$ cat src/rtl/data_sram_axi_bridge_if.sv
// AXI4 bus bundle for the data-side bridge (single-beat, one outstanding).
//
// Handshake rule on every channel: a transfer happens on the rising clock
// edge where both valid and ready are 1. The source raises valid without
// waiting for ready, then holds valid and the whole payload stable until
// that edge. The sink may raise or lower ready freely.
interface data_sram_axi_bridge_if;
  logic [3:0]  arid;
  logic [31:0] araddr;
  logic [7:0]  arlen;
  logic [2:0]  arsize;
  logic [1:0]  arburst;
  logic        arvalid;
  logic        arready;

  logic [31:0] rdata;
  logic [1:0]  rresp;
  logic        rlast;
  logic        rvalid;
  logic        rready;

  logic [3:0]  awid;
  logic [31:0] awaddr;
  logic [7:0]  awlen;
  logic [2:0]  awsize;
  logic [1:0]  awburst;
  logic        awvalid;
  logic        awready;

  logic [31:0] wdata;
  logic [3:0]  wstrb;
  logic        wlast;
  logic        wvalid;
  logic        wready;

  logic [1:0]  bresp;
  logic        bvalid;
  logic        bready;

  modport master (
    output arid, araddr, arlen, arsize, arburst, arvalid,
    input  arready,
    input  rdata, rresp, rlast, rvalid,
    output rready,
    output awid, awaddr, awlen, awsize, awburst, awvalid,
    input  awready,
    output wdata, wstrb, wlast, wvalid,
    input  wready,
    input  bresp, bvalid,
    output bready
  );

  modport slave (
    input  arid, araddr, arlen, arsize, arburst, arvalid,
    output arready,
    output rdata, rresp, rlast, rvalid,
    input  rready,
    input  awid, awaddr, awlen, awsize, awburst, awvalid,
    output awready,
    input  wdata, wstrb, wlast, wvalid,
    output wready,
    output bresp, bvalid,
    input  bready
  );
endinterface

$ cat src/rtl/data_sram_axi_bridge.sv
// Data-side SRAM-style request to single-beat AXI4 bridge.
// Each accepted request becomes exactly one AXI read or write; the pipeline
// is stalled until the transaction completes, then released for one DONE
// cycle in which it advances. Only one transaction is ever in flight.
module data_sram_axi_bridge #(
  parameter logic [3:0] AXI_ID = 4'd1
) (
  input  logic        clk,
  input  logic        resetn,
  input  logic        data_sram_en,
  input  logic [3:0]  data_sram_wen,
  input  logic [31:0] data_sram_addr,
  input  logic [31:0] data_sram_wdata,
  input  logic [31:0] data_sram_pc,
  output logic [31:0] data_sram_rdata,
  output logic        stallreq,
  output logic [2:0]  dbg_state,
  output logic [31:0] dbg_pc,
  data_sram_axi_bridge_if.master axi
);

  typedef enum logic [2:0] {
    IDLE    = 3'd0,
    RD_ADDR = 3'd1,
    RD_DATA = 3'd2,
    WR_REQ  = 3'd3,
    WR_RESP = 3'd4,
    DONE    = 3'd5
  } state_t;

  state_t      state_q, state_d;
  logic [31:0] addr_q;
  logic [31:0] wdata_q;
  logic [31:0] pc_q;
  logic [31:0] rdata_q;
  logic [3:0]  wstrb_q;
  logic        aw_done_q;
  logic        w_done_q;

  logic        req_take;
  logic        aw_fire;
  logic        w_fire;
  logic        r_fire;

  // Response status and rlast are deliberately not acted upon.
  logic        unused_resp;
  assign unused_resp = ^{axi.rresp, axi.rlast, axi.bresp};

  assign req_take = (state_q == IDLE) && data_sram_en;
  assign aw_fire  = (state_q == WR_REQ) && !aw_done_q && axi.awready;
  assign w_fire   = (state_q == WR_REQ) && !w_done_q && axi.wready;
  assign r_fire   = (state_q == RD_DATA) && axi.rvalid;

  // State register.
  always_ff @(posedge clk or negedge resetn) begin
    if (!resetn) state_q <= IDLE;
    else         state_q <= state_d;
  end

  // Next-state logic.
  always_comb begin
    state_d = state_q;
    case (state_q)
      IDLE:    if (data_sram_en) state_d = (data_sram_wen == 4'b0000) ? RD_ADDR : WR_REQ;
      RD_ADDR: if (axi.arready) state_d = RD_DATA;
      RD_DATA: if (axi.rvalid) state_d = DONE;
      WR_REQ:  if ((aw_done_q || aw_fire) && (w_done_q || w_fire)) state_d = WR_RESP;
      WR_RESP: if (axi.bvalid) state_d = DONE;
      DONE:    state_d = IDLE;
      default: state_d = IDLE;
    endcase
  end

  // Request capture in IDLE; the pipeline's inputs are not trusted after this.
  always_ff @(posedge clk or negedge resetn) begin
    if (!resetn) begin
      addr_q  <= 32'd0;
      wdata_q <= 32'd0;
      wstrb_q <= 4'd0;
      pc_q    <= 32'd0;
    end else if (req_take) begin
      addr_q  <= data_sram_addr;
      wdata_q <= data_sram_wdata;
      wstrb_q <= data_sram_wen;
      pc_q    <= data_sram_pc;
    end
  end

  // Load data register, updated only when R data is accepted.
  always_ff @(posedge clk or negedge resetn) begin
    if (!resetn)     rdata_q <= 32'd0;
    else if (r_fire) rdata_q <= axi.rdata;
  end

  // AW and W complete independently; flags clear whenever we leave WR_REQ.
  always_ff @(posedge clk or negedge resetn) begin
    if (!resetn) begin
      aw_done_q <= 1'b0;
      w_done_q  <= 1'b0;
    end else if (state_q == WR_REQ) begin
      aw_done_q <= aw_done_q || aw_fire;
      w_done_q  <= w_done_q || w_fire;
    end else begin
      aw_done_q <= 1'b0;
      w_done_q  <= 1'b0;
    end
  end

  // Channel valids/readies and stall, all decoded from registered state so
  // the asynchronous reset removes them without a clock edge.
  always_comb begin
    axi.arvalid = 1'b0;
    axi.rready  = 1'b0;
    axi.awvalid = 1'b0;
    axi.wvalid  = 1'b0;
    axi.bready  = 1'b0;
    stallreq    = 1'b0;
    case (state_q)
      IDLE:    stallreq = data_sram_en;
      RD_ADDR: begin axi.arvalid = 1'b1; stallreq = 1'b1; end
      RD_DATA: begin axi.rready = 1'b1; stallreq = 1'b1; end
      WR_REQ: begin
        axi.awvalid = !aw_done_q;
        axi.wvalid  = !w_done_q;
        stallreq    = 1'b1;
      end
      WR_RESP: begin axi.bready = 1'b1; stallreq = 1'b1; end
      default: stallreq = 1'b0;
    endcase
    // A request presented while reset is held must not stall the pipeline.
    if (!resetn) stallreq = 1'b0;
  end

  // Write transfer size follows the number of enabled byte lanes.
  always_comb begin
    case (wstrb_q)
      4'b1111:          axi.awsize = 3'd2;
      4'b0011, 4'b1100: axi.awsize = 3'd1;
      default:          axi.awsize = 3'd0;
    endcase
  end

  assign axi.arid    = AXI_ID;
  assign axi.araddr  = {addr_q[31:2], 2'b00};
  assign axi.arlen   = 8'd0;
  assign axi.arsize  = 3'd2;
  assign axi.arburst = 2'b01;

  assign axi.awid    = AXI_ID;
  assign axi.awaddr  = addr_q;
  assign axi.awlen   = 8'd0;
  assign axi.awburst = 2'b01;

  assign axi.wdata   = wdata_q;
  assign axi.wstrb   = wstrb_q;
  assign axi.wlast   = 1'b1;

  assign data_sram_rdata = rdata_q;
  assign dbg_state       = state_q;
  assign dbg_pc          = pc_q;

endmodule

$ cat src/flat_wrapper.sv
// flat-port wrapper written by rule: the top's interface ports become plain ports
module data_sram_axi_bridge_flat 
#(
  parameter logic [3:0] AXI_ID = 4'd1
)
  (clk, resetn, data_sram_en, data_sram_wen, data_sram_addr, data_sram_wdata, data_sram_pc, data_sram_rdata, stallreq, dbg_state, dbg_pc, axi_arid, axi_araddr, axi_arlen, axi_arsize, axi_arburst, axi_arvalid, axi_arready, axi_rdata, axi_rresp, axi_rlast, axi_rvalid, axi_rready, axi_awid, axi_awaddr, axi_awlen, axi_awsize, axi_awburst, axi_awvalid, axi_awready, axi_wdata, axi_wstrb, axi_wlast, axi_wvalid, axi_wready, axi_bresp, axi_bvalid, axi_bready);
  data_sram_axi_bridge_if axi_i ();
  input  logic clk;
  input  logic resetn;
  input  logic data_sram_en;
  input  logic [3:0] data_sram_wen;
  input  logic [31:0] data_sram_addr;
  input  logic [31:0] data_sram_wdata;
  input  logic [31:0] data_sram_pc;
  output logic [31:0] data_sram_rdata;
  output logic stallreq;
  output logic [2:0] dbg_state;
  output logic [31:0] dbg_pc;
  output wire logic [$bits(axi_i.arid)-1:0] axi_arid;
  output wire logic [$bits(axi_i.araddr)-1:0] axi_araddr;
  output wire logic [$bits(axi_i.arlen)-1:0] axi_arlen;
  output wire logic [$bits(axi_i.arsize)-1:0] axi_arsize;
  output wire logic [$bits(axi_i.arburst)-1:0] axi_arburst;
  output wire logic [$bits(axi_i.arvalid)-1:0] axi_arvalid;
  input wire logic [$bits(axi_i.arready)-1:0] axi_arready;
  input wire logic [$bits(axi_i.rdata)-1:0] axi_rdata;
  input wire logic [$bits(axi_i.rresp)-1:0] axi_rresp;
  input wire logic [$bits(axi_i.rlast)-1:0] axi_rlast;
  input wire logic [$bits(axi_i.rvalid)-1:0] axi_rvalid;
  output wire logic [$bits(axi_i.rready)-1:0] axi_rready;
  output wire logic [$bits(axi_i.awid)-1:0] axi_awid;
  output wire logic [$bits(axi_i.awaddr)-1:0] axi_awaddr;
  output wire logic [$bits(axi_i.awlen)-1:0] axi_awlen;
  output wire logic [$bits(axi_i.awsize)-1:0] axi_awsize;
  output wire logic [$bits(axi_i.awburst)-1:0] axi_awburst;
  output wire logic [$bits(axi_i.awvalid)-1:0] axi_awvalid;
  input wire logic [$bits(axi_i.awready)-1:0] axi_awready;
  output wire logic [$bits(axi_i.wdata)-1:0] axi_wdata;
  output wire logic [$bits(axi_i.wstrb)-1:0] axi_wstrb;
  output wire logic [$bits(axi_i.wlast)-1:0] axi_wlast;
  output wire logic [$bits(axi_i.wvalid)-1:0] axi_wvalid;
  input wire logic [$bits(axi_i.wready)-1:0] axi_wready;
  input wire logic [$bits(axi_i.bresp)-1:0] axi_bresp;
  input wire logic [$bits(axi_i.bvalid)-1:0] axi_bvalid;
  output wire logic [$bits(axi_i.bready)-1:0] axi_bready;
  assign axi_arid = axi_i.arid;
  assign axi_araddr = axi_i.araddr;
  assign axi_arlen = axi_i.arlen;
  assign axi_arsize = axi_i.arsize;
  assign axi_arburst = axi_i.arburst;
  assign axi_arvalid = axi_i.arvalid;
  assign axi_i.arready = axi_arready;
  assign axi_i.rdata = axi_rdata;
  assign axi_i.rresp = axi_rresp;
  assign axi_i.rlast = axi_rlast;
  assign axi_i.rvalid = axi_rvalid;
  assign axi_rready = axi_i.rready;
  assign axi_awid = axi_i.awid;
  assign axi_awaddr = axi_i.awaddr;
  assign axi_awlen = axi_i.awlen;
  assign axi_awsize = axi_i.awsize;
  assign axi_awburst = axi_i.awburst;
  assign axi_awvalid = axi_i.awvalid;
  assign axi_i.awready = axi_awready;
  assign axi_wdata = axi_i.wdata;
  assign axi_wstrb = axi_i.wstrb;
  assign axi_wlast = axi_i.wlast;
  assign axi_wvalid = axi_i.wvalid;
  assign axi_i.wready = axi_wready;
  assign axi_i.bresp = axi_bresp;
  assign axi_i.bvalid = axi_bvalid;
  assign axi_bready = axi_i.bready;
  data_sram_axi_bridge #(.AXI_ID(AXI_ID)) u_core (.clk(clk), .resetn(resetn), .data_sram_en(data_sram_en), .data_sram_wen(data_sram_wen), .data_sram_addr(data_sram_addr), .data_sram_wdata(data_sram_wdata), .data_sram_pc(data_sram_pc), .data_sram_rdata(data_sram_rdata), .stallreq(stallreq), .dbg_state(dbg_state), .dbg_pc(dbg_pc), .axi(axi_i));
endmodule
$ cat config.mk
export PLATFORM = sky130hd
export DESIGN_NAME = data_sram_axi_bridge_flat
export DESIGN_NICKNAME = d
export VERILOG_FILES = /design/src/rtl/data_sram_axi_bridge_if.sv /design/src/rtl/data_sram_axi_bridge.sv /design/src/flat_wrapper.sv
export SDC_FILE = /design/constraint.sdc
export NUM_CORES = 1
export LEC_CHECK = 0
export ABC_AREA = 1
export ABC_CLOCK_PERIOD_IN_PS = 1300
export BUFFER_PORTS_ARGS = -buffer_cell sky130_fd_sc_hd__buf_2
export CORE_AREA = 2 2 137 139
export CTS_BUF_LIST = sky130_fd_sc_hd__clkbuf_4 sky130_fd_sc_hd__clkbuf_8 sky130_fd_sc_hd__clkbuf_16
export CTS_CLUSTER_SIZE = 24
export DETAILED_ROUTE_END_ITERATION = 12
export DIE_AREA = 0 0 139 141
export GPL_TIMING_DRIVEN = 0
export PLACE_DENSITY = 0.69
export SLEW_MARGIN = 20
export SYNTH_ARGS = -nofsm -noshare
export SYNTH_HDL_FRONTEND = slang
export SYNTH_SLANG_ARGS = --single-unit
$ cat constraint.sdc
create_clock -name clk -period 1.3 [get_ports clk]
set_input_delay 0.325 -clock clk [delete_from_list [all_inputs] [get_ports clk]]
set_output_delay 0.325 -clock clk [all_outputs]
set_load 0.03 [all_outputs]
==> impl_metrics.yaml <==
status:
  status: "complete, but fails checks"
  failed_checks: "hold timing, setup timing"
clock_network:
  cts_tree: "yes"
  clk_latency_ns: 0.41
  cts_made_buffers: 17
  path_clk_slew_ns: 0.06
  htree_levels: 4
  root_buffer: "clkbuf_16"
  clock_path_buffers: 2
  cts_sinks: 137
timing:
  rsz0062_at_grt: "yes"
  finalHoldViolCount: 66
  timing.hold.ws_ns: -0.146
  finalSetupTns_ns: -39.08
  slew_headroom_pct: 63.1
  worstMarginPinSlew_ns: 0.554
  max_freq_mhz: 565
  period_minus_slack_ns: 1.77
  setup_viol: 207
  finalCritPeriodShare_pct: 136
  fin_skew_ns: 0.00573
  setup_slack_ns: -0.471
  drv_slew: 0
routing:
  routed_wl_mm: 18.8
  met1Wirelength_mm: 7.07
  wl_met2_mm: 10.1
  vias: 5066
  highest_layer: "met4"
  wl_met3_mm: 1.39
  drt_iter0_drc: 137
  firstDrtPassIters: 4
  final_antenna_net_count: 0
  drc_errors: 0
  avgRoutedWirePerCell_um: 15.9
  viasPerCell: 4.30
grt:
  grt_antenna_before_repair: 0
  grt_use_total_pct: 17.1
  grt_pass1_vias: 4893
  grt_max_degree: 72
  gr-total-overflow: 0
  grt_pass1_wl_mm: 26.5
placed_design:
  gp_congestion: 0.809
  io_buffers: 311
  hpwlAfterDp_mm: 12.0
  place_ws_ns: -0.320
power_and_ir_drop:
  power.switching_w: 0.0140
  p_leak_nw: 5.98
  p_int_w: 0.0207
  switching_share_pct: 40.4
  p_seq_share_pct: 24.3
  clkPwrFrac_pct: 14.1
  p_per_area_nw_per_um2: 3150
  pwr-share-comb_pct: 61.6
  peakVddDrop_mv: 2.17
logic_synthesis:
  synth_edf_count: 0
  ys.flop_type: "dfrtp_1"
  syn_area_sq_um: 6380
  ys_seq_area_share_pct: 53.7
  synth_top_cell_by_area: "dfrtp_1"
  synth.area.top_cells: "dfrtp_1 54%, mux2_4 24%, buf_4 7.7%"
  synth.distinct_cells: 24
  ys_ff_latch: 137
  yosysTopAreaCellShare_pct: 53.7
  yosysWarnings: 0
  synth_cells: 478
  synth.avg_cell_area_sq_um: 13.3
  synthArstFlopShare_pct: 100
die:
  core_sq_um: 18300
  io_pins: 353
  die_area_sq_um: 19600
  rows: 50
  die_y_um: 141
  die_w_um: 139
  start_util_pct: 34.9
setup_path:
  crit_fanout: 4
  start_kind: "flip-flop"
  endpoint_kind: "output port"
  cp.arrival_ns: 1.45
  criticalPathCategory: "reg -> out"
  crit_required_ns: 0.98
layout:
  multi_input_area_sq_um: 2360
  drive_above_1_share_pct: 68.4
  area.growth.synth_to_final_pct: 72.8
  num-nets-final: 1076
  nFillCells: 1356
  seq_area_sq_um: 3440
  n_antenna_cell: 0
  final_util_pct: 60.3
flow_run:
  drv_cap: 0
worst_hold_path:
  hp-class: "in -> async"
==> repair_timing <==
action | in CTS | in global routing
gates cloned | 0 | 1
hold endpoints to repair | 66 | 66
pin swaps | 7 | 5
endpoints found under the setup margin | 303 | 308
buffers inserted | 27 | 63
gates resized for setup | 159 | 355
==> layout make-up <==
| type | count | area share (%) |
|---|---|---|
| Sequential cell | 137 | 31.2 |
| Inverter | 10 | 0.431 |
| Clock buffer | 18 | 3.98 |
| Clock inverter | 14 | 1.45 |
| Multi-Input combinational cell | 277 | 21.4 |
| Buffer | 87 | 8.33 |
| Tap cell | 234 | 2.66 |
| Timing Repair Buffer | 401 | 30.5 |
==> final timing paths <==
check                                                  startpoint                                endpoint  slack, ns  cells after the start
hold / removal                                             resetn         u_core.axi.wdata[8]$_DFFE_PN0N_      -0.15                      1
min in group clk                                data_sram_addr[8]        u_core.axi.awaddr[8]$_DFFE_PN0N_       0.14                      2
setup / recovery                  u_core.dbg_state[2]$_DFFE_PN0P_                              axi_wvalid      -0.47                      6
setup reg to reg                  u_core.dbg_state[1]$_DFFE_PN0P_        u_core.axi.wdata[28]$_DFFE_PN0N_      -0.31                      6
hold reg to reg            u_core.data_sram_rdata[18]$_DFFE_PN0P_  u_core.data_sram_rdata[18]$_DFFE_PN0P_       0.49                      2
max in group asynchronous                                  resetn  u_core.data_sram_rdata[22]$_DFFE_PN0P_       0.68                      2
==> registers in the layout (all words and copies together), names as in the netlist <==
register / count
u_core.axi.wdata: 32
u_core.w_done_q: 1
u_core.aw_done_q: 1
u_core.axi.awaddr: 32
u_core.dbg_pc: 32
u_core.dbg_state: 3
u_core.axi.wstrb: 4
u_core.data_sram_rdata: 32
==> stage by stage <==
stage | hold slack, ns | std cells | area (sq um) | total power [W]
floorplan | 0.0294 | 511 | 6580 | 0.0191
global placement | 0.450 | 1056 | 8430 | 0.0229
detailed placement | 0.312 | 1057 | 8470 | 0.0232
CTS | -0.137 | 1116 | 9790 | 0.0306
global route | -0.116 | 1178 | 11000 | 0.0362
finish | -0.146 | 1178 | 11000 | 0.0347
==> layout by cell type (no fill, tap or decap), drive strengths merged, types with 2 or more instances in the layout <==
cell type,count
buf,483
clkbuf,23
mux2,100
dfrtp,137
a21oi,4
nand4,2
nand3,37
nand3b,3
inv,16
conb,35
nor2,11
bufinv,2
clkinvlp,6
nand2,81
==> power by group through the flow <==
stage               Clock, W  Sequential (W)  Combinational (W)
finish               0.00489         0.00844             0.0214
global route         0.00523         0.00865             0.0223
CTS                  0.00501         0.00789             0.0177
detailed placement         0         0.00780             0.0154
global placement           0         0.00775             0.0152
floorplan                  0          0.0118            0.00724
==> cell families (layout without fill, tap and decap cells) <==
family                 Yosys count  count (layout)  synth area share [%]
AND/OR/NAND/NOR                135             135                  9.34
AO/OA/AOI/OAI                    7               7                 0.687
flip-flops                     137             137                  53.7
multiplexers                   100             100                  23.5
other                            2              35                 0.118
buffers and inverters           97             530                  12.6
==> synth_stat cells (2+ instances only) <==
| cell type | instances |
|---|---|
| nand3b_1 | 3 |
| clkbuf_1 | 4 |
| dfrtp_1 | 137 |
| inv_1 | 7 |
| a21oi_1 | 4 |
| nand3_1 | 36 |
| buf_12 | 11 |
| buf_4 | 65 |
| nor2_1 | 8 |
| mux2_4 | 100 |
| nor2_4 | 2 |
| nand2_1 | 80 |
| buf_2 | 6 |
| nand4_1 | 2 |
| conb_1 | 2 |
| inv_2 | 3 |
==> layer usage <==
| metal | global-route usage [%] | up-vias |
|---|---|---|
| met5 | 0 | - |
| met4 | 5.85 | 0 |
| met3 | 5.71 | 16 |
| met2 | 30.4 | 217 |
| met1 | 19.2 | 2438 |
| li1 | - | 2395 |
==> critical path: stages (launching register included) <==
cell	delay, ns
dfrtp_2	0.43
nor2_4	0.14
inv_4	0.06
nor2_4	0.11
inv_4	0.06
nor2_4	0.10
buf_6	0.13
(Power assumes the default switching activity.)
